$ cat src/rtl/c8b_32b.sv
// c8b_32b: byte-to-word packer with optional comma alignment.
// Bytes are packed MSB-first into 32-bit words. When alignment is enabled,
// a comma byte marks the first byte of each word.
module c8b_32b #(
    parameter logic [7:0]  COM      = 8'hBC,
    parameter int unsigned ALIGN_EN = 1
) (
    input  logic        clock4,
    input  logic        reset,
    input  logic [7:0]  data_in,
    input  logic        valid_in,
    output logic [31:0] data_out,
    output logic        valid_out,
    output logic        aligned,
    output logic        realign_err
);

    localparam int unsigned BYTE_W = 8;
    localparam int unsigned WORD_W = 32;
    localparam int unsigned PART_W = 24;
    localparam int unsigned IDX_W  = 2;

    typedef enum logic {
        UNALIGNED = 1'b0,
        ALIGNED   = 1'b1
    } state_t;

    localparam bit     ALIGN_ON  = (ALIGN_EN != 0);
    localparam state_t RST_STATE = ALIGN_ON ? UNALIGNED : ALIGNED;

    state_t              state, state_nxt;
    logic [IDX_W-1:0]    idx, idx_nxt;
    logic [PART_W-1:0]   part, part_nxt;
    logic [WORD_W-1:0]   data_out_nxt;
    logic                valid_out_nxt;
    logic                realign_err_nxt;
    logic                aligned_nxt;
    logic                is_com;

    assign is_com = (data_in == COM);

    // State, partial word and output registers; reset wins over any input.
    always_ff @(posedge clock4) begin
        if (reset) begin
            state       <= RST_STATE;
            idx         <= '0;
            part        <= '0;
            data_out    <= '0;
            valid_out   <= 1'b0;
            realign_err <= 1'b0;
            aligned     <= (RST_STATE == ALIGNED);
        end else begin
            state       <= state_nxt;
            idx         <= idx_nxt;
            part        <= part_nxt;
            data_out    <= data_out_nxt;
            valid_out   <= valid_out_nxt;
            realign_err <= realign_err_nxt;
            aligned     <= aligned_nxt;
        end
    end

    // Next-state, byte placement, word completion and realignment decode.
    always_comb begin
        state_nxt       = state;
        idx_nxt         = idx;
        part_nxt        = part;
        data_out_nxt    = data_out;
        valid_out_nxt   = 1'b0;
        realign_err_nxt = 1'b0;

        if (valid_in) begin
            unique case (state)
                UNALIGNED: begin
                    // Drop everything until a comma starts a word.
                    if (is_com) begin
                        state_nxt = ALIGNED;
                        part_nxt  = {COM, (PART_W - BYTE_W)'(0)};
                        idx_nxt   = IDX_W'(1);
                    end
                end
                ALIGNED: begin
                    if (ALIGN_ON && is_com && (idx != '0)) begin
                        // Comma mid-word: abandon the partial word and restart.
                        part_nxt        = {COM, (PART_W - BYTE_W)'(0)};
                        idx_nxt         = IDX_W'(1);
                        realign_err_nxt = 1'b1;
                    end else begin
                        unique case (idx)
                            2'd0: part_nxt[23:16] = data_in;
                            2'd1: part_nxt[15:8]  = data_in;
                            2'd2: part_nxt[7:0]   = data_in;
                            2'd3: begin
                                data_out_nxt  = {part, data_in};
                                valid_out_nxt = 1'b1;
                            end
                            default: ;
                        endcase
                        idx_nxt = idx + IDX_W'(1);
                    end
                end
                default: ;
            endcase
        end

        aligned_nxt = (state_nxt == ALIGNED);
    end

endmodule

$ cat config.mk
export PLATFORM = sky130hd
export DESIGN_NAME = c8b_32b
export DESIGN_NICKNAME = d
export VERILOG_FILES = /design/src/rtl/c8b_32b.sv
export SDC_FILE = /design/constraint.sdc
export NUM_CORES = 1
export LEC_CHECK = 0
export BUFFER_PORTS_ARGS = -buffer_cell sky130_fd_sc_hd__buf_2
export CAP_MARGIN = 10
export CORE_ASPECT_RATIO = 1.1
export CORE_UTILIZATION = 55
export CTS_CLUSTER_SIZE = 30
export DETAILED_ROUTE_END_ITERATION = 10
export PLACE_DENSITY_LB_ADDON = 0.3
export SYNTH_ARGS = -nofsm -noshare
export SYNTH_HDL_FRONTEND = slang
export SYNTH_SLANG_ARGS = --single-unit
$ cat constraint.sdc
create_clock -name clock4 -period 3.2 [get_ports clock4]
set_input_delay 0 -clock clock4 [delete_from_list [all_inputs] [get_ports clock4]]
set_output_delay 0 -clock clock4 [all_outputs]
set_load 0.005 [all_outputs]
==> flow_metrics.py <==
metrics = {
    "outcome": {
        "outcome": "complete, no violations",
    },
    "finish": {
        "final.fill_count": 355,
        "drive_gt1_share_pct": 21.67,
        "syn_to_final_growth_pct": 19.72,
        "layout.nets": 333,
        "count_of_antenna_diodes_in_the_layout": 0,
    },
    "global_routing": {
        "grt_usage_pct": 24.39,
        "grt_antenna_before_repair": 0,
        "grt_pass1_vias": 1853,
        "grt_pass1_wl_mm": 8.645,
        "gr-total-overflow": 0,
        "grt_start_max_net_pins": 66,
    },
    "cts": {
        "cts_tree": "yes",
        "cts_made_buffers": 9,
        "root_buffer": "sky130_fd_sc_hd__clkbuf_8",
        "clock_sink_count": 61,
        "cts_h_tree_depth": 3,
        "clock_latency_ps": 330,
        "cts-resized-gates": 0,
        "clockBufferDepth": 2,
        "clk_pin_slew_worst_setup_hold_paths_ps": 60,
    },
    "floorplanning": {
        "dieWidth_microns": 65.62,
        "design.die.area_sq_um": 4723,
        "ioPinCount": 46,
        "core-area_sq_um": 4285,
        "core.rowCount": 25,
        "initial_utilization_pct": 57.14,
        "die_height_microns": 71.98,
    },
    "setup_path": {
        "crit-reg2reg-capture": "data_out[7]",
        "ff2ff_setup_slack_ps": 850,
        "critPathLaunchType": "register",
        "critPathKind": "reg -> reg",
        "reg2reg_from": "state",
        "critPathRequiredTime_ps": 3450,
        "crit_arrival_ps": 2590,
        "worstPathMaxFanout": 17,
        "timing.reg2reg.worst_path_depth": 5,
        "timing.critical_path.to_type": "register",
    },
    "detailed_routing": {
        "antenna_violating_nets_post_route": 0,
        "routed_len_inst_microns": 13.56,
        "dr.pass1.iters": 4,
        "routed-via-count": 2009,
        "vias_per_cell": 5.329,
        "wirelength_mm": 5.114,
        "number_of_remaining_drc_errors": 0,
        "detailedRoute.firstIterationViolations": 160,
    },
    "power_and_ir_drop": {
        "p_leak_nw": 1.140,
        "total_power_w": 0.001518,
        "power.density_cell_area_nw_per_um2": 517.7,
        "peakVddDrop_uv": 358.9,
    },
    "placement": {
        "dpl.hpwl_mm": 3.298,
        "place_congestion": 0.8016,
        "io_buffer_count": 45,
    },
    "sta": {
        "grt_setup_unrepaired": "no",
        "timing.fmax_mhz": 426.4,
        "final-max-slew-violation-count": 0,
        "final.setup_skew_ps": 7.475,
        "final_min_period_ps": 2345,
        "slew_headroom_pct": 27.26,
        "setup_tns_ps": 0,
        "number_of_endpoints_with_negative_hold_slack_in_the_final_report": 0,
        "timing_worst_slew_pin_value_ps": 1091,
        "setup_viol": 0,
        "min_period_over_period_pct": 73.28,
    },
    "yosys": {
        "syn_area_sq_um": 2449,
        "synth-seq-cells": 61,
        "synth.area.top_cells": "sky130_fd_sc_hd__dfxtp_1, sky130_fd_sc_hd__nand2_1, sky130_fd_sc_hd__a21oi_1",
        "syn_nets": 287,
        "commonest_cells_in_the_synthesized_netlist": "sky130_fd_sc_hd__nand2_1, sky130_fd_sc_hd__dfxtp_1, sky130_fd_sc_hd__a21oi_1",
        "netlist.top_cell.by_area": "sky130_fd_sc_hd__dfxtp_1",
        "synth.yosys.seq_area_share_pct": 49.87,
        "yosys.area.top_type_share_pct": 49.87,
        "netlist_instances": 272,
        "synth_enable_flop_cells": 0,
        "postSynth.asyncResetShare_pct": 0,
        "synth_most_common_cell": "sky130_fd_sc_hd__nand2_1",
        "synth_cell_type_count": 31,
        "post_synth.cell_area_avg_sq_um": 9.002,
        "synthesis.yosys.warnings": 0,
        "dominantRegCellSynth": "sky130_fd_sc_hd__dfxtp_1",
    },
    "min_path": {
        "hold_path_depth": 3,
        "hp-class": "in -> reg",
        "whs_endpoint": "realign_err",
        "hp-start": "valid_in",
    },
    "job": {
        "max_cap_violations": 0,
    },
}
==> report_power, final <==
group,leakage (nW),total (W),switching [W],internal [W]
clock,0.106,0.000707,0.000284,0.000422
combinational,0.543,0.0000513,0.0000316,0.0000197
sequential,0.491,0.000760,0.000000274,0.000759
total,1.14,0.00152,0.000316,0.00120
==> registers in the layout, indices dropped and copies added, names as in the netlist <==
signal       cells
data_out        32
part            24
idx              2
realign_err      1
state            1
valid_out        1
==> cell type report <==
cell class                 count  area, sq um  area share, %
sequential                    61         1221          41.66
multi-input combinational    181         1074          36.62
timing repair buffer          55        320.3          10.93
clock buffer                  13        168.9          5.762
tap                           54        67.56          2.305
clock inverter                 3        42.54          1.451
inverter                      10        37.54          1.280
==> kinds of logic (layout without fill, tap and decap cells) <==
logic type,after synthesis,in the layout,synth area share [%]
simple gates,103,103,21.00
compound gates,71,71,19.57
flops,61,61,49.87
buf+inv,30,81,6.285
fa+ha+maj,4,4,2.044
mux,3,3,1.226
==> worst max-delay path: stages, from the launching register on <==
cell	delay, ps
sky130_fd_sc_hd__dfxtp_1	580
sky130_fd_sc_hd__and2_1	480
sky130_fd_sc_hd__o311a_1	640
sky130_fd_sc_hd__buf_4	320
sky130_fd_sc_hd__nand2_1	80
sky130_fd_sc_hd__a21oi_1	140
==> routing by layer <==
metal,share of wire [%],track usage [%]
met4,0.82,10.87
met2,46,36.28
met3,4.4,8.805
met5,0,0
met1,48,31.51
==> what timing repair did <==
action | 4_1_cts | 5_1_grt
setup buffers | 0 | 0
hold buffers | 8 | 0
hold endpoints to repair | 17 | 0
==> worst max path at each step <==
| stage | slack [ps] | from | to | depth (start not counted) |
|---|---|---|---|---|
| finish | 850 | state | data_out[7] | 5 |
| global placement | 970 | state | data_out[17] | 5 |
| floorplan | 1610 | idx[0] | part[10] | 7 |
| global route | 630 | state | data_out[7] | 5 |
| detailed placement | 890 | state | data_out[13] | 5 |
| CTS | 850 | state | data_out[16] | 5 |
==> placed cells by master (no fill, tap or decap), types with 3 or more instances in the layout <==
master and count:
sky130_fd_sc_hd__mux2i_1 3, sky130_fd_sc_hd__a21oi_1 39, sky130_fd_sc_hd__nor2_1 8, sky130_fd_sc_hd__a32oi_1 6, sky130_fd_sc_hd__nand2_1 69, sky130_fd_sc_hd__and2_1 3, sky130_fd_sc_hd__o21ai_1 3, sky130_fd_sc_hd__buf_2 45
sky130_fd_sc_hd__dlygate4sd3_1 8, sky130_fd_sc_hd__nand3b_1 13, sky130_fd_sc_hd__ha_1 4, sky130_fd_sc_hd__nand2b_1 3, sky130_fd_sc_hd__clkbuf_8 12, sky130_fd_sc_hd__inv_1 10, sky130_fd_sc_hd__dfxtp_1 61, sky130_fd_sc_hd__o21ai_0 9
sky130_fd_sc_hd__a311oi_1 5
==> per-stage QoR <==
step                      cells  hold slack [ps]  area (sq um)  utilization (%)  worst slack, ps
after floorplan             272            136.0          2449                -             1606
after global placement      353            313.9          2640            61.61            967.0
after detailed placement    353            318.2          2640            61.61            889.7
after CTS                   377            31.48          2932            68.41            848.1
after global routing        377            31.71          2932            68.41            629.2
final                       377            49.92          2932            68.41            854.9
No activity file was read; power rests on OpenSTA's default activity.
